<file path="config.mk">
export PLATFORM = sky130hd
export DESIGN_NAME = dbg_cmd_seq
export DESIGN_NICKNAME = d
export VERILOG_FILES = /design/src/rtl/dbg_cmd_seq.sv
export SDC_FILE = /design/constraint.sdc
export NUM_CORES = 1
export LEC_CHECK = 0
export CORE_MARGIN = 10
export CORE_UTILIZATION = 48
export CTS_BUF_LIST = sky130_fd_sc_hd__clkbuf_4
export DETAILED_ROUTE_END_ITERATION = 10
export GPL_ROUTABILITY_DRIVEN = 0
export HOLD_SLACK_MARGIN = 0.05
export PLACE_DENSITY_LB_ADDON = 0.12
export SLEW_MARGIN = 25
export SYNTH_ARGS = -nofsm -noshare
export SYNTH_HDL_FRONTEND = slang
export SYNTH_SLANG_ARGS = --single-unit
export TNS_END_PERCENT = 20
</file>
<file path="constraint.sdc">
create_clock -name clk -period 4.7 [get_ports clk]
set_clock_uncertainty 0.15 [all_clocks]
set_input_delay 0.94 -clock clk [delete_from_list [all_inputs] [get_ports clk]]
set_output_delay 0.94 -clock clk [all_outputs]
set_load 0.02 [all_outputs]
</file>
<file path="src/rtl/dbg_cmd_seq.sv">
// -----------------------------------------------------------------------------
// dbg_cmd_seq
//
// Purpose
//   Sequences register-access requests from two requesters onto the command
//   bus of a daisy-chain of debug cores. Each accepted request becomes an
//   address flit followed (for ordinary writes) by a data flit on the next
//   cycle. A request to register 4'hF is a commit and carries no data flit.
//   The two requesters share the bus through a round-robin arbiter.
//
// Handshake
//   Requests use valid/ready: a request is consumed only in a cycle where
//   reqN_TVALID and reqN_TREADY are both high. TREADY is combinational, is
//   raised for at most one requester, only while the sequencer is idle and
//   never while rst is high; a request withdrawn before that cycle is simply
//   never seen. The command bus has no ready: a flit is delivered in every
//   cycle where cmd_out_TVALID is high.
//
// Ports
//   clk              sole clock, rising edge
//   rst              synchronous, active-high reset
//   reqN_TADDR       {core_addr, reg_addr[3:0]} of requester N (N = 0, 1)
//   reqN_TDATA       register write value of requester N
//   reqN_TVALID      request valid of requester N
//   reqN_TREADY      request accepted this cycle (combinational)
//   cmd_out_TDATA    command flit (registered, holds value while idle)
//   cmd_out_TVALID   command flit valid (registered)
//   busy             high while a transaction is in flight (registered)
//   last_grant       index of the most recently accepted requester
//   txn_cnt          completed-transaction counter (only with the macro)
//
// Configuration
//   DBG_CMD_SEQ_CNT_EN  when defined, adds the 16-bit txn_cnt output. It
//                       increments the cycle after each transaction's final
//                       flit and wraps from 16'hFFFF to 0.
// -----------------------------------------------------------------------------
module dbg_cmd_seq #(
  parameter int DATA_WIDTH = 32,
  parameter int ADDR_WIDTH = 10
) (
  input  logic                    clk,
  input  logic                    rst,

  input  logic [ADDR_WIDTH+3:0]   req0_TADDR,
  input  logic [DATA_WIDTH-1:0]   req0_TDATA,
  input  logic                    req0_TVALID,
  output logic                    req0_TREADY,

  input  logic [ADDR_WIDTH+3:0]   req1_TADDR,
  input  logic [DATA_WIDTH-1:0]   req1_TDATA,
  input  logic                    req1_TVALID,
  output logic                    req1_TREADY,

  output logic [DATA_WIDTH-1:0]   cmd_out_TDATA,
  output logic                    cmd_out_TVALID,
  output logic                    busy,
`ifdef DBG_CMD_SEQ_CNT_EN
  output logic [15:0]             txn_cnt,
`endif
  output logic                    last_grant
);

  localparam int TADDR_W = ADDR_WIDTH + 4;

  typedef enum logic [1:0] {
    ST_IDLE = 2'd0,
    ST_ADDR = 2'd1,
    ST_DATA = 2'd2
  } state_e;

  state_e                  state_q;
  logic                    ptr_q;        // 0: req0 favoured on contention
  logic                    commit_q;     // latched request targets reg 4'hF
  logic [DATA_WIDTH-1:0]   data_q;       // latched write value
  logic [DATA_WIDTH-1:0]   cmd_tdata_q;
  logic                    cmd_tvalid_q;
  logic                    busy_q;
  logic                    last_grant_q;

  logic                    grant0_d;
  logic                    grant1_d;
  logic                    take_d;
  logic [TADDR_W-1:0]      sel_addr_d;
  logic [DATA_WIDTH-1:0]   sel_data_d;
  logic [DATA_WIDTH-1:0]   sel_flit_d;

  // Round-robin arbitration. A lone valid requester always wins; when both
  // are valid the pointer decides. Nothing is granted outside IDLE or while
  // reset is asserted, so a request in the reset cycle is never consumed.
  always_comb begin
    grant0_d = 1'b0;
    grant1_d = 1'b0;
    if (state_q == ST_IDLE && !rst) begin
      if (req0_TVALID && (!req1_TVALID || !ptr_q)) begin
        grant0_d = 1'b1;
      end else if (req1_TVALID) begin
        grant1_d = 1'b1;
      end
    end
  end

  assign take_d      = grant0_d | grant1_d;
  assign req0_TREADY = grant0_d;
  assign req1_TREADY = grant1_d;

  assign sel_addr_d = grant1_d ? req1_TADDR : req0_TADDR;
  assign sel_data_d = grant1_d ? req1_TDATA : req0_TDATA;

  // Address flit: request address zero-extended to the flit width, which
  // puts reg_addr in [3:0] and core_addr directly above it.
  always_comb begin
    sel_flit_d                = '0;
    sel_flit_d[TADDR_W-1:0]   = sel_addr_d;
  end

  // Sequencer FSM. Outputs are loaded one cycle ahead of the state they
  // belong to, so the flit for state ADDR is presented exactly while the
  // state register reads ADDR (and likewise for DATA).
  always_ff @(posedge clk) begin
    if (rst) begin
      state_q      <= ST_IDLE;
      ptr_q        <= 1'b0;
      commit_q     <= 1'b0;
      data_q       <= '0;
      cmd_tdata_q  <= '0;
      cmd_tvalid_q <= 1'b0;
      busy_q       <= 1'b0;
      last_grant_q <= 1'b0;
    end else begin
      case (state_q)
        ST_IDLE: begin
          cmd_tvalid_q <= 1'b0;
          busy_q       <= 1'b0;
          if (take_d) begin
            commit_q     <= (sel_addr_d[3:0] == 4'hF);
            data_q       <= sel_data_d;
            last_grant_q <= grant1_d;
            // Pointer always moves to the requester that did not win.
            ptr_q        <= grant0_d;
            cmd_tdata_q  <= sel_flit_d;
            cmd_tvalid_q <= 1'b1;
            busy_q       <= 1'b1;
            state_q      <= ST_ADDR;
          end
        end

        ST_ADDR: begin
          if (commit_q) begin
            // Commit ends after its address flit; TDATA keeps that flit.
            cmd_tvalid_q <= 1'b0;
            busy_q       <= 1'b0;
            state_q      <= ST_IDLE;
          end else begin
            cmd_tdata_q  <= data_q;
            cmd_tvalid_q <= 1'b1;
            busy_q       <= 1'b1;
            state_q      <= ST_DATA;
          end
        end

        ST_DATA: begin
          cmd_tvalid_q <= 1'b0;
          busy_q       <= 1'b0;
          state_q      <= ST_IDLE;
        end

        default: begin
          cmd_tvalid_q <= 1'b0;
          busy_q       <= 1'b0;
          state_q      <= ST_IDLE;
        end
      endcase
    end
  end

  assign cmd_out_TDATA  = cmd_tdata_q;
  assign cmd_out_TVALID = cmd_tvalid_q;
  assign busy           = busy_q;
  assign last_grant     = last_grant_q;

`ifdef DBG_CMD_SEQ_CNT_EN
  logic [15:0] txn_cnt_q;
  logic        txn_done_d;

  // The final flit of a transaction is on the bus while the FSM is in DATA,
  // or in ADDR for a commit; counting on that edge makes the new value
  // visible on the following cycle. Natural 16-bit wrap.
  assign txn_done_d = (state_q == ST_DATA) || (state_q == ST_ADDR && commit_q);

  always_ff @(posedge clk) begin
    if (rst) begin
      txn_cnt_q <= '0;
    end else if (txn_done_d) begin
      txn_cnt_q <= txn_cnt_q + 16'd1;
    end
  end

  assign txn_cnt = txn_cnt_q;
`endif

endmodule

</file>
==> results by group <==
Run
  • Max-cap violations: 0

Clocking
  • Post-cts sizing count: 0
  • Root Buffer: sky130_fd_sc_hd__clkbuf_4
  • TritonCTS clock tree: done
  • Clock insertion delay at the later pin of the skew report: 0.40 ns
  • Total number of H-tree levels: 3
  • Maximum count of clock buffers along a single path: 2
  • Hold-fix buffers at CTS: 0
  • Post-CTS repair timing setup buffer count: 0
  • Clock transition at path regs: 0.12 ns
  • CTS Buf Count: 9
  • Number of clock sinks: 70

Routing
  • Overall routed net length: 10300 microns
  • Number of remaining DRC errors: 0
  • DR iter-0 viols: 195
  • Iteration count of the initial detailed-routing pass: 5
  • Routed len/inst: 18.0 microns
  • Drt via density: 5.70
  • Remaining antenna violation count: 0
  • Total via count in the routed design: 3269

STA
  • Final critical delay including setup and external delays: 3.94 ns
  • Slew margin rel.: 42.1%
  • Final number of max-transition violations: 0
  • Setup TNS Final: 0 ns
  • Final Hold Viols: 0
  • Least-Margin Pin Slew: 0.869 ns
  • Achievable frequency: 254 MHz
  • Portion of the clock cycle consumed by the worst path in the final layout: 83.8%
  • Setup Viol. Count Final: 0
  • Unrepaired setup endpoints after global routing: no

Floorplanning
  • Starting Density: 50.1%
  • Placement Rows: 29
  • Chip Height: 102 microns
  • Area of the die: 10400 sq um
  • Width of the die: 102 microns
  • Number of top-level pins: 133
  • Core area: 6420 sq um

Finish
  • Inserted Diodes: 0
  • Post-layout net count: 588
  • Commonest cells after routing, fill and taps aside: 131 x sky130_fd_sc_hd__clkdlybuf4s50_1, 76 x sky130_fd_sc_hd__nand2_1, 70 x sky130_fd_sc_hd__dfxtp_1
  • Post-layout util: 72.9%
  • Relative area change from synthesis to final layout: 45.5%
  • Fraction of layout cells with a size suffix above 1: 9.46%
  • Commonest non-fill, non-tap cell in the layout: sky130_fd_sc_hd__clkdlybuf4s50_1

GRT
  • Grt total ovfl: 0
  • Overall fraction of global-route tracks in use: 19.1%
  • Largest net degree at the start of global routing: 85
  • Number of antenna violations at the first check in global routing: 0
  • Number of global-route vias before repair: 3102
  • First-pass GRT wire length: 15800 microns

Worst setup path
  • Most prevalent standard cell on the critical path: sky130_fd_sc_hd__clkdlybuf4s50_1
  • Critical-path maximum fanout: 15
  • Kind of end point of the critical path: primary output
  • Library cell contributing the largest single delay on the critical path: sky130_fd_sc_hd__clkdlybuf4s50_1
  • Critical path buffer and inverter count: 3
  • Arrival time reported for the critical path endpoint: 2.85 ns
  • Setup Crit Path Kind: in2out
  • R2r setup slk: 2.18 ns
  • Max incr delay on CP: 0.59 ns
  • Cell breakdown of the critical path: clkdlybuf4s50_1 -> and2b_1 -> nand3b_4 -> inv_2 -> clkdlybuf4s50_1
  • Cell type group with the largest total delay on the critical path: buffers and inverters
  • Kind of start point of the critical path: primary input
  • Endpoint required time on the critical path: 3.61 ns

Synth
  • Number of distinct library cells after synthesis: 29
  • Combined area of all synthesized cells: 3220 sq um
  • Synth Warn #: 0
  • Dominant cells by area after synthesis: sky130_fd_sc_hd__dfxtp_1 44%, sky130_fd_sc_hd__nand2_1 8.9%, sky130_fd_sc_hd__a21oi_1 8.6%, sky130_fd_sc_hd__o41ai_2 7.1%, sky130_fd_sc_hd__o221ai_1 5.7%
  • Proportion of netlist area held by the largest area contributor: 43.5%
  • Post-synthesis cell count: 380
  • Cell taking the most area after synthesis: sky130_fd_sc_hd__dfxtp_1
  • Synthesized Nets: 476
  • Number of synthesized register bits: 70
  • Post-synthesis sequential area ratio: 43.5%
  • Mean Syn Cell Area: 8.47 sq um

Placed design
  • PortBufs: 132
  • Half-perimeter wire length after detailed placement: 7230 microns

Hold path
  • Type of the worst min-delay path: reg2reg

Pwr
  • Leakage power summed over all cells: 1.69 nW
  • Total power per unit cell area: 309 nW/um^2
  • Highest ir drop seen on vdd: 0.178 mV

Outcome
  • Status: complete, no violations
worst reg2reg max path, delay by kind of cell (launching register included):
family	cells	cell delay, ns
simple gates	1	0.42
flops	1	0.37
buf+inv	2	0.91
compound gates	3	0.61
registers in the layout, indices dropped and copies added, names as in the netlist:
register	flops
cmd_out_TDATA	32
last_grant	1
state_q	2
commit_q	1
busy	1
ptr_q	1
data_q	32
path summary, 6_finish.rpt:
| kind | start | endpoint | cells after the start |
|---|---|---|---|
| setup reg to reg | state_q[1] | data_q[8] | 6 |
| setup / recovery | req0_TVALID | req1_TREADY | 5 |
| hold reg to reg | data_q[24] | cmd_out_TDATA[24] | 2 |
| hold / removal | data_q[24] | cmd_out_TDATA[24] | 2 |
cell families after synthesis:
| logic type | after synthesis | share of synthesized area, % |
|---|---|---|
| muxes | 1 | 0.350 |
| and+or+nand+nor | 149 | 21.3 |
| DFF | 70 | 43.5 |
| AOI/OAI and AO/OA | 119 | 28.5 |
| buffers and inverters | 41 | 6.30 |
synthesized netlist by cell type:
master	instances
sky130_fd_sc_hd__inv_2	2
sky130_fd_sc_hd__buf_2	12
sky130_fd_sc_hd__a311oi_1	12
sky130_fd_sc_hd__nor3_2	2
sky130_fd_sc_hd__and2b_1	1
sky130_fd_sc_hd__or3_1	1
sky130_fd_sc_hd__dfxtp_1	70
sky130_fd_sc_hd__a211oi_1	1
sky130_fd_sc_hd__nand2_1	76
sky130_fd_sc_hd__o31ai_1	14
sky130_fd_sc_hd__o22a_1	1
sky130_fd_sc_hd__buf_1	2
sky130_fd_sc_hd__or2_1	1
sky130_fd_sc_hd__and3_1	1
sky130_fd_sc_hd__nand2b_1	1
sky130_fd_sc_hd__clkbuf_1	20
sky130_fd_sc_hd__nor2_1	30
sky130_fd_sc_hd__nand3b_1	14
sky130_fd_sc_hd__nand3_1	18
sky130_fd_sc_hd__o221ai_1	21
sky130_fd_sc_hd__o41ai_2	14
sky130_fd_sc_hd__mux2_2	1
sky130_fd_sc_hd__nand4_1	2
sky130_fd_sc_hd__o21ai_1	1
sky130_fd_sc_hd__a21oi_1	55
sky130_fd_sc_hd__nor2_2	1
sky130_fd_sc_hd__buf_6	4
sky130_fd_sc_hd__buf_4	1
sky130_fd_sc_hd__nand3b_4	1
per-layer routing:
metal	part of all wire [%]	routed length, microns	global-route usage [%]	vias to the layer above
li1	-	-	-	1613
met1	42	4380	22.9	1518
met2	48	4920	31.2	123
met3	8.0	828	5.87	15
met4	1.8	187	7.70	0
met5	0	0	0	-
where the power goes:
| group | switching, W | internal (W) | total, W |
|---|---|---|---|
| sequential | 0.0000230 | 0.000634 | 0.000657 |
| combinational | 0.000185 | 0.000169 | 0.000353 |
| clock | 0.000213 | 0.000221 | 0.000434 |
through the flow:
stage	hold slack (ns)	setup slack (ns)	area (sq um)	cells	total power [W]
final	0.307	0.761	4680	574	0.00144
after global routing	0.326	0.688	4680	574	0.00151
after CTS	0.310	0.776	4680	574	0.00145
after detailed placement	0.293	0.798	4520	558	0.00102
after global placement	0.286	0.833	4520	558	0.00102
after floorplan	0.282	1.93	3220	380	0.000862
area by class of cell:
cell class,instances,area [sq um]
clock buffers,10,75.1
clock inverters,6,86.3
fillers,511,1740
inverters,2,7.51
multi-input cells,269,1630
flip-flops and latches,70,1400
well taps,77,96.3
repair buffers,140,1390
No activity file was read; power rests on OpenSTA's default activity.
